[src/rtl/matrix_reader.sv]
`default_nettype none
// +--------------------------------------------------------------------------+
// | Module   : matrix_reader                                                 |
// | Purpose  : Read side of the matrix BRAM store. Fetches a stored matrix   |
// |            slot: a 3-word header (rows/cols, 8-byte name), then streams  |
// |            the row-major elements on a valid/ready interface through a   |
// |            2-entry output FIFO (1 element/clk when data_ready is high).  |
// | Ports    : clk, rst_n (async, active-low)                                |
// |            read_request/matrix_id/reader_ready : request side            |
// |            actual_rows/actual_cols/matrix_name/meta_valid/read_error     |
// |                                                : header results          |
// |            data_out/data_valid/data_ready/data_last/read_done            |
// |                                                : element stream          |
// |            bram_rd_en/bram_addr/bram_dout     : BRAM read port (1 clk)   |
// | Revision : 1.0 - initial release                                         |
// +--------------------------------------------------------------------------+
module matrix_reader #(
    parameter int BLOCK_SIZE = 1152,
    parameter int DATA_WIDTH = 32,
    parameter int ADDR_WIDTH = 14
) (
    input  logic                  clk,
    input  logic                  rst_n,
    input  logic                  read_request,
    input  logic [2:0]            matrix_id,
    output logic                  reader_ready,
    output logic [7:0]            actual_rows,
    output logic [7:0]            actual_cols,
    output logic [0:7][7:0]       matrix_name,
    output logic                  meta_valid,
    output logic                  read_error,
    output logic [DATA_WIDTH-1:0] data_out,
    output logic                  data_valid,
    input  logic                  data_ready,
    output logic                  data_last,
    output logic                  read_done,
    output logic                  bram_rd_en,
    output logic [ADDR_WIDTH-1:0] bram_addr,
    input  logic [DATA_WIDTH-1:0] bram_dout
);

    localparam logic [2:0] c_idle     = 3'd0;
    localparam logic [2:0] c_hdr0     = 3'd1;
    localparam logic [2:0] c_hdr1     = 3'd2;
    localparam logic [2:0] c_hdr2     = 3'd3;
    localparam logic [2:0] c_hdr_wait = 3'd4;
    localparam logic [2:0] c_stream   = 3'd5;
    localparam logic [2:0] c_done     = 3'd6;

    localparam logic [ADDR_WIDTH-1:0] c_block     = ADDR_WIDTH'(BLOCK_SIZE);
    localparam logic [15:0]           c_max_elems = 16'(BLOCK_SIZE - 3);

    logic [2:0]            r_state;
    logic [2:0]            w_next_state;
    logic [ADDR_WIDTH-1:0] r_base;
    logic [7:0]            r_hdr_rows;
    logic [7:0]            r_hdr_cols;
    logic [31:0]           r_name_hi;
    logic [15:0]           r_num;
    logic                  r_skip;
    logic [15:0]           r_idx;
    logic [15:0]           r_pop_idx;
    logic                  r_inflight;
    logic [DATA_WIDTH-1:0] r_fifo [0:1];
    logic                  r_wr_ptr;
    logic                  r_rd_ptr;
    logic [1:0]            r_count;

    logic                  w_pop;
    logic                  w_push;
    logic                  w_issue;
    logic                  w_last_pop;
    logic [2:0]            w_occ;
    logic [15:0]           w_num;
    logic [ADDR_WIDTH-1:0] w_base;
    logic [ADDR_WIDTH-1:0] w_elem_addr;

    assign w_base      = ADDR_WIDTH'(matrix_id) * c_block;
    assign w_elem_addr = r_base + ADDR_WIDTH'(r_idx) + ADDR_WIDTH'(3);
    assign w_num       = {8'd0, r_hdr_rows} * {8'd0, r_hdr_cols};

    assign data_valid   = (r_count != 2'd0);
    assign data_out     = r_fifo[r_rd_ptr];
    assign data_last    = data_valid && (r_pop_idx == (r_num - 16'd1));
    assign reader_ready = (r_state == c_idle);
    assign read_done    = (r_state == c_done);

    assign w_pop      = data_valid && data_ready;
    assign w_push     = r_inflight;
    assign w_last_pop = w_pop && (r_pop_idx == (r_num - 16'd1));

    // Slots already committed (buffered + returning) after this cycle's pop;
    // issuing only while this is below 2 guarantees a returning word always
    // has a FIFO entry to land in, so no BRAM read is ever dropped.
    assign w_occ   = {1'b0, r_count} + {2'b00, r_inflight} - {2'b00, w_pop};
    assign w_issue = (r_state == c_stream) && !r_skip &&
                     (r_idx < r_num) && (w_occ < 3'd2);

    always_comb begin
        w_next_state = r_state;
        bram_rd_en   = 1'b0;
        bram_addr    = '0;
        case (r_state)
            c_idle: begin
                if (read_request) w_next_state = c_hdr0;
            end
            c_hdr0: begin
                bram_rd_en   = 1'b1;
                bram_addr    = r_base;
                w_next_state = c_hdr1;
            end
            c_hdr1: begin
                bram_rd_en   = 1'b1;
                bram_addr    = r_base + ADDR_WIDTH'(1);
                w_next_state = c_hdr2;
            end
            c_hdr2: begin
                bram_rd_en   = 1'b1;
                bram_addr    = r_base + ADDR_WIDTH'(2);
                w_next_state = c_hdr_wait;
            end
            c_hdr_wait: begin
                w_next_state = c_stream;
            end
            c_stream: begin
                bram_rd_en = w_issue;
                if (w_issue) bram_addr = w_elem_addr;
                // Empty or oversized matrices leave without touching the data.
                if (r_skip || w_last_pop) w_next_state = c_done;
            end
            c_done: begin
                w_next_state = c_idle;
            end
            default: begin
                w_next_state = c_idle;
            end
        endcase
    end

    always_ff @(posedge clk or negedge rst_n) begin
        if (!rst_n) begin
            r_state     <= c_idle;
            r_base      <= '0;
            r_hdr_rows  <= '0;
            r_hdr_cols  <= '0;
            r_name_hi   <= '0;
            r_num       <= '0;
            r_skip      <= 1'b0;
            r_idx       <= '0;
            r_pop_idx   <= '0;
            r_inflight  <= 1'b0;
            r_fifo[0]   <= '0;
            r_fifo[1]   <= '0;
            r_wr_ptr    <= 1'b0;
            r_rd_ptr    <= 1'b0;
            r_count     <= '0;
            actual_rows <= '0;
            actual_cols <= '0;
            matrix_name <= '0;
            meta_valid  <= 1'b0;
            read_error  <= 1'b0;
        end else begin
            r_state    <= w_next_state;
            meta_valid <= 1'b0;
            read_error <= 1'b0;

            case (r_state)
                c_idle: begin
                    if (read_request) begin
                        r_base    <= w_base;
                        r_idx     <= '0;
                        r_pop_idx <= '0;
                        r_skip    <= 1'b0;
                        r_wr_ptr  <= 1'b0;
                        r_rd_ptr  <= 1'b0;
                        r_count   <= '0;
                    end
                end
                c_hdr1: begin
                    r_hdr_rows <= bram_dout[31:24];
                    r_hdr_cols <= bram_dout[23:16];
                end
                c_hdr2: begin
                    r_name_hi <= bram_dout[31:0];
                end
                c_hdr_wait: begin
                    // All header outputs change together with the meta pulse.
                    actual_rows <= r_hdr_rows;
                    actual_cols <= r_hdr_cols;
                    matrix_name <= {r_name_hi, bram_dout[31:0]};
                    r_num       <= w_num;
                    r_skip      <= (w_num == 16'd0) || (w_num > c_max_elems);
                    meta_valid  <= 1'b1;
                    read_error  <= (w_num > c_max_elems);
                end
                default: begin
                end
            endcase

            // Element pipeline; all terms are idle outside the stream phase.
            r_inflight <= w_issue;
            if (w_issue) r_idx <= r_idx + 16'd1;
            if (w_push) begin
                r_fifo[r_wr_ptr] <= bram_dout;
                r_wr_ptr         <= ~r_wr_ptr;
            end
            if (w_pop) begin
                r_rd_ptr  <= ~r_rd_ptr;
                r_pop_idx <= r_pop_idx + 16'd1;
            end
            r_count <= r_count + {1'b0, w_push} - {1'b0, w_pop};
        end
    end

endmodule
`default_nettype wire

[config.mk]
export PLATFORM = sky130hd
export DESIGN_NAME = matrix_reader
export DESIGN_NICKNAME = d
export VERILOG_FILES = /design/src/rtl/matrix_reader.sv
export SDC_FILE = /design/constraint.sdc
export NUM_CORES = 1
export LEC_CHECK = 0
export CAP_MARGIN = 0
export CORE_MARGIN = 2
export CORE_UTILIZATION = 40
export CTS_CLUSTER_DIAMETER = 50
export DETAILED_ROUTE_END_ITERATION = 8
export MAX_ROUTING_LAYER = met4
export PLACE_DENSITY = 0.69
export SYNTH_ARGS = -nofsm -noshare
export SYNTH_HDL_FRONTEND = slang
export SYNTH_SLANG_ARGS = --single-unit
[constraint.sdc]
create_clock -name clk -period 7 [get_ports clk]
set_input_delay 1.05 -clock clk [delete_from_list [all_inputs] [get_ports clk]]
set_output_delay 1.05 -clock clk [all_outputs]
set_load 0.03 [all_outputs]
Word level (Yosys, flattened, before mapping)
Index checks and enable logic that the tools add are counted.

cells by class
  muxes and demuxes = 23
  multipliers = 2
  equality and inequality tests = 9
  $lt $le $gt $ge = 6
  $add $sub $neg = 11
  bitwise gates (word level) = 4
  reduce and logical (&&, ||, !) cells = 27

operator list
  operator               number
  $mux 32                4
  $bwmux 64              1
  $mux 16                4
  $pmux 14 s4            1
  $add 16x1->16 const B  2
  $demux 32 s1           1
  $add 14x2->14 const B  2
  $pmux 3 s6             1
  $eq 16x16->1           1
  $gt 16x11->1 const B   1
  $logic_not 16->1       1
  $lt 16x16->1           1
  $mul 8x8->16           1
  $reduce_bool 2->1      8
  $sub 16x1->16 const B  1
  $add 14x1->14 const B  1
  $add 14x14->14         1
  $mux 14                1
  $reduce_and 2->1       6
  $eq 3x3->1 const B     3
  $logic_and 1x1->1      7
  $mul 3x4->7 const B    1
  $eq 3x2->1 const B     2
  $mux 1                 6
  18 further kinds       24

storage, ports and cells
  register bits = 258

Longest topological paths before layout
  depth in word-level cells = 7
  depth in mapped cells = 19
  depth with buffers taken out = 17

Least setup slack after synthesis
OpenSTA, ideal clock, no wires.

  kind = input to output
  start point = input port data_ready
  end point = output port bram_addr[9]
  required time = 5.950 ns
  stages = 13
  slack = 1.916 ns
  arrival time = 4.034 ns
  cell sequence = nand2_1 -> inv_1 -> clkbuf_1 -> ha_1 -> inv_1 -> ha_1 -> inv_1 -> fa_1 -> xor2_1 -> a2111oi_4 -> o21ai_0 -> buf_2 -> o21ai_0

between the ends
  longest elaborated chain between the ends = 6

RTL lines
  what                line  source
  start: declaration  34    input logic data_ready,
  $logic_and 1x1->1   88    assign w_pop = data_valid && data_ready;
  $sub 3x1->3         95    assign w_occ = {1'b0, r_count} + {2'b00, r_inflight} - {2'b00, w_pop};
  $lt 3x2->1          97    (r_idx < r_num) && (w_occ < 3'd2);
  $logic_and 1x1->1   97
  $mux 14             127   if (w_issue) bram_addr = w_elem_addr;
  $pmux 14 s4         103   case (r_state)
  end: declaration    38    output logic [ADDR_WIDTH-1:0] bram_addr,

No other way between the ends.

Worst setup path after layout
  start point = input port data_ready
  end point = output port bram_addr[11]

The elaborated chain is that of the path after synthesis.

==> run_summary.xml <==
<?xml version="1.0" encoding="UTF-8"?>
<metrics>
  <group name="critical_path">
    <metric name="most_used_cell_cp" unit="">inv_1</metric>
    <metric name="worstSetupPathDepth" unit="">14</metric>
    <metric name="setup.worst_path.class" unit="">input port to output pin</metric>
    <metric name="timing.reg2reg.worst_path_depth" unit="">15</metric>
    <metric name="critical_path.top_delay_family" unit="">buffers and inverters</metric>
    <metric name="path_max_fanout" unit="">14</metric>
    <metric name="worst-endpoint-required" unit="ps">5950</metric>
    <metric name="setup.reg_to_reg.worst_slack" unit="ps">1880</metric>
    <metric name="worstSetupEndpointType" unit="">output pin</metric>
    <metric name="path_cells" unit="">clkdlybuf4s50_1 -&gt; nand2_1 -&gt; inv_1 -&gt; ha_1 -&gt; inv_1 -&gt; ha_1 -&gt; inv_1 -&gt; fa_1 -&gt; xor2_1 -&gt; a2111oi_4 -&gt; o21ai_0 -&gt; buf_4 -&gt; o21ai_0 -&gt; clkdlybuf4s50_1</metric>
    <metric name="worstReg2RegStart" unit="">r_hdr_rows[4]</metric>
    <metric name="buffers_plus_inverters_on_the_worst_setup_path" unit="">6</metric>
    <metric name="start_kind" unit="">input port</metric>
    <metric name="worstReg2RegEnd" unit="">r_skip</metric>
    <metric name="crit_path_top_delay_cell" unit="">clkdlybuf4s50_1</metric>
    <metric name="timing.critical_path.arrival" unit="ps">4920</metric>
    <metric name="critPathMaxStageDelay" unit="ps">690</metric>
  </group>
  <group name="timing">
    <metric name="timing_worst_slew_pin_value" unit="ps">1066</metric>
    <metric name="timing.clock.skew" unit="ps">20.51</metric>
    <metric name="grt_setup_unrepaired" unit="">no</metric>
    <metric name="final_min_period_over_clock_period" unit="">0.8534</metric>
    <metric name="hold_violations" unit="">0</metric>
    <metric name="report.final.slew_viol_count" unit="">0</metric>
    <metric name="final.setup.tns" unit="ps">0</metric>
    <metric name="achievable-frequency" unit="GHz">0.1674</metric>
    <metric name="max-slew-margin-rel" unit="">0.2880</metric>
    <metric name="final-setup-viol-count" unit="">0</metric>
    <metric name="layout_min_cycle_time" unit="ps">5974</metric>
  </group>
  <group name="clocking">
    <metric name="clk_path_buf_depth" unit="">3</metric>
    <metric name="cts_tree" unit="">yes</metric>
    <metric name="numClockSinks" unit="">254</metric>
    <metric name="cts_hold_repair.buffers" unit="">0</metric>
    <metric name="postCtsSetupRepairBufs" unit="">0</metric>
    <metric name="post_cts_resize_count" unit="">0</metric>
    <metric name="htree_num_levels" unit="">2</metric>
    <metric name="clock_insertion_delay_at_the_later_pin_of_the_skew_report" unit="ps">530</metric>
    <metric name="clk_root_buffer_cell" unit="">clkbuf_16</metric>
    <metric name="cts_made_buffers" unit="">34</metric>
    <metric name="clkTransAtPathRegs" unit="ps">60</metric>
  </group>
  <group name="grt">
    <metric name="grt_max_degree" unit="">103</metric>
    <metric name="busiest_layer" unit="">met2</metric>
    <metric name="initial_antenna_violation_count" unit="">0</metric>
    <metric name="grt_pass1_wl" unit="um">57570</metric>
    <metric name="grt_use_met3" unit="">0.05372</metric>
    <metric name="met2_usage" unit="">0.3288</metric>
    <metric name="met1_usage" unit="">0.2529</metric>
    <metric name="grtUsageTotal" unit="">0.2020</metric>
    <metric name="grt_remaining_overflow" unit="">0</metric>
    <metric name="grt_pass1_vias" unit="">10852</metric>
  </group>
  <group name="synth">
    <metric name="synth.avg_cell_area" unit="um^2">10.14</metric>
    <metric name="post_synth_main_area_contributors" unit="">dfrtp_1 (45%), mux2_2 (12%), nand2_1 (8.6%)</metric>
    <metric name="ys_warn_count" unit="">0</metric>
    <metric name="synth-edff-count" unit="">0</metric>
    <metric name="synth_seq_cells" unit="">254</metric>
    <metric name="synth_flop_cell" unit="">dfrtp_1</metric>
    <metric name="post_synth_instance_area" unit="um^2">14080</metric>
    <metric name="mappedNetlistNets" unit="">1528</metric>
    <metric name="synthesis.instances" unit="">1389</metric>
    <metric name="netlist.area_leader.share" unit="">0.4514</metric>
    <metric name="synth_largest_area_cell" unit="">dfrtp_1</metric>
    <metric name="synth_sequential_area_ratio" unit="">0.4514</metric>
    <metric name="synthArstFlopShare" unit="">1.000</metric>
    <metric name="yosysUniqueCellTypes" unit="">69</metric>
  </group>
  <group name="min_path">
    <metric name="worstHoldPathCells" unit="">2</metric>
    <metric name="worst_hold_path_type" unit="">register to register</metric>
    <metric name="min-delay-start" unit="">r_name_hi[20]</metric>
    <metric name="hold_path_end" unit="">matrix_name[52]</metric>
  </group>
  <group name="routing">
    <metric name="num_vias" unit="">10429</metric>
    <metric name="drt_drc_violations_left" unit="">0</metric>
    <metric name="wl_per_cell" unit="um">17.23</metric>
    <metric name="finalWirelength" unit="um">34710</metric>
    <metric name="drt_first_iter_violations" unit="">516</metric>
    <metric name="antenna_left" unit="">0</metric>
    <metric name="drt_pre_antenna_iters" unit="">5</metric>
    <metric name="drt-vias-per-instance" unit="">5.178</metric>
  </group>
  <group name="job">
    <metric name="maximum_capacitance_violations" unit="">0</metric>
  </group>
  <group name="die">
    <metric name="floorplan.initialDensity" unit="">0.4066</metric>
    <metric name="die_w" unit="um">191.6</metric>
    <metric name="core-area" unit="um^2">34630</metric>
    <metric name="dieArea" unit="um^2">36720</metric>
    <metric name="pin_count" unit="">172</metric>
    <metric name="rows" unit="">68</metric>
    <metric name="die_h" unit="um">191.6</metric>
  </group>
  <group name="outcome">
    <metric name="run_status" unit="">finished clean</metric>
  </group>
  <group name="final_layout">
    <metric name="area_growth_syn_to_layout" unit="%">23.14</metric>
    <metric name="nets" unit="">1675</metric>
    <metric name="diodes" unit="">0</metric>
    <metric name="fillCellCount" unit="">3121</metric>
    <metric name="layout_cell_share_with_drive_strength_beyond_1" unit="">0.1546</metric>
  </group>
  <group name="place">
    <metric name="io_buffers" unit="">171</metric>
    <metric name="dp_hpwl" unit="um">24190</metric>
    <metric name="routabilityCongestion" unit="">0.8419</metric>
  </group>
</metrics>
[worst max-delay path by stage]
stage,start,to
finish,data_ready,bram_addr[11]
CTS,data_ready,bram_addr[11]
global placement,data_ready,bram_addr[11]
floorplan,data_ready,bram_addr[9]
detailed placement,data_ready,bram_addr[11]
global route,data_ready,bram_addr[8]
[stage by stage]
| step | setup slack (ps) | cells | utilization | hold slack [ps] | cell area [um^2] |
|---|---|---|---|---|---|
| after floorplan | 1916 | 1389 | - | 433.1 | 14080 |
| final | 1026 | 2014 | 0.5007 | 460.8 | 17340 |
| after CTS | 1021 | 2014 | 0.5007 | 464.1 | 17340 |
| after detailed placement | 1011 | 1955 | 0.4668 | 451.3 | 16160 |
| after global placement | 1110 | 1955 | 0.4668 | 442.1 | 16160 |
| after global routing | 659.2 | 2014 | 0.5007 | 481.4 | 17340 |
[Yosys cell counts, types with 10 or more instances]
master and number:
nand2_1 323, dfrtp_1 254, mux2_2 152, inv_1 79
ha_1 63, o21ai_0 60, and2_1 54, clkbuf_1 51
nor2_1 48, fa_1 37, nand3_1 25, xor2_1 24
a21oi_1 19, xnor2_1 18, nand4_1 15, mux2i_1 13
a21o_1 12, and3_1 12, nor3_1 11, buf_1 10
[cells by family (layout without fill, tap and decap cells)]
kind of cell	after synthesis	count (layout)	synth area share
buf+inv	151	321	0.04221
flops	254	254	0.4514
mux	165	165	0.1308
compound gates	149	149	0.07056
simple gates	528	528	0.1703
xor+xnor	42	42	0.02613
fa+ha+maj	100	100	0.1086
[per-layer routing]
layer / vias to the layer above / part of all wire
li1: 4944 / -
met5: - / 0
met4: 0 / 0.015
met1: 5209 / 0.44
met3: 46 / 0.067
met2: 230 / 0.48
[final cells by class]
class	instances	area (um^2)	area share
clock buffers	43	944.7	0.05449
clock inverters	16	229.0	0.01321
inverters	80	300.3	0.01732
multi-input cells	984	7139	0.4118
flip-flops and latches	254	6356	0.3666
well taps	455	569.3	0.03284
repair buffers	182	1799	0.1038
[flip-flops by register name, indices dropped and copies added, names as in the netlist]
register	flops
read_error	1
r_name_hi	32
r_hdr_rows	8
r_fifo	64
actual_cols	8
meta_valid	1
actual_rows	8
r_num	16
r_hdr_cols	8
r_idx	16
r_skip	1
r_base	3
r_count	2
matrix_name	64
r_inflight	1
r_wr_ptr	1
r_rd_ptr	1
r_state	3
r_pop_idx	16
[placed cells by master (no fill, tap or decap), drive strengths merged, types with 12 or more instances in the layout]
cell / netlist / final
a21o: 12 / 12
a21oi: 20 / 20
and2: 55 / 55
and3: 12 / 12
buf: 20 / 12
clkbuf: 51 / 43
clkdlybuf4s50: 0 / 170
dfrtp: 254 / 254
fa: 37 / 37
ha: 63 / 63
inv: 80 / 86
mux2: 152 / 152
mux2i: 13 / 13
nand2: 323 / 323
nand3: 25 / 25
nand4: 15 / 15
nor2: 48 / 48
nor3: 14 / 14
o21ai: 61 / 61
xnor2: 18 / 18
xor2: 24 / 24
[worst reg2reg max path: stages, from the launching register on]
cell	delay (ps)
dfrtp_1	520
and2_1	240
fa_1	580
fa_1	460
fa_1	540
inv_1	60
fa_1	520
inv_1	40
ha_1	330
and2_1	170
a221o_1	310
or2_1	280
a311oi_1	290
a211oi_1	110
nor4_1	410
o211ai_1	130
Power is not shown: default switching activity piles up to over one toggle a cycle in this logic, so the estimate is an artifact.
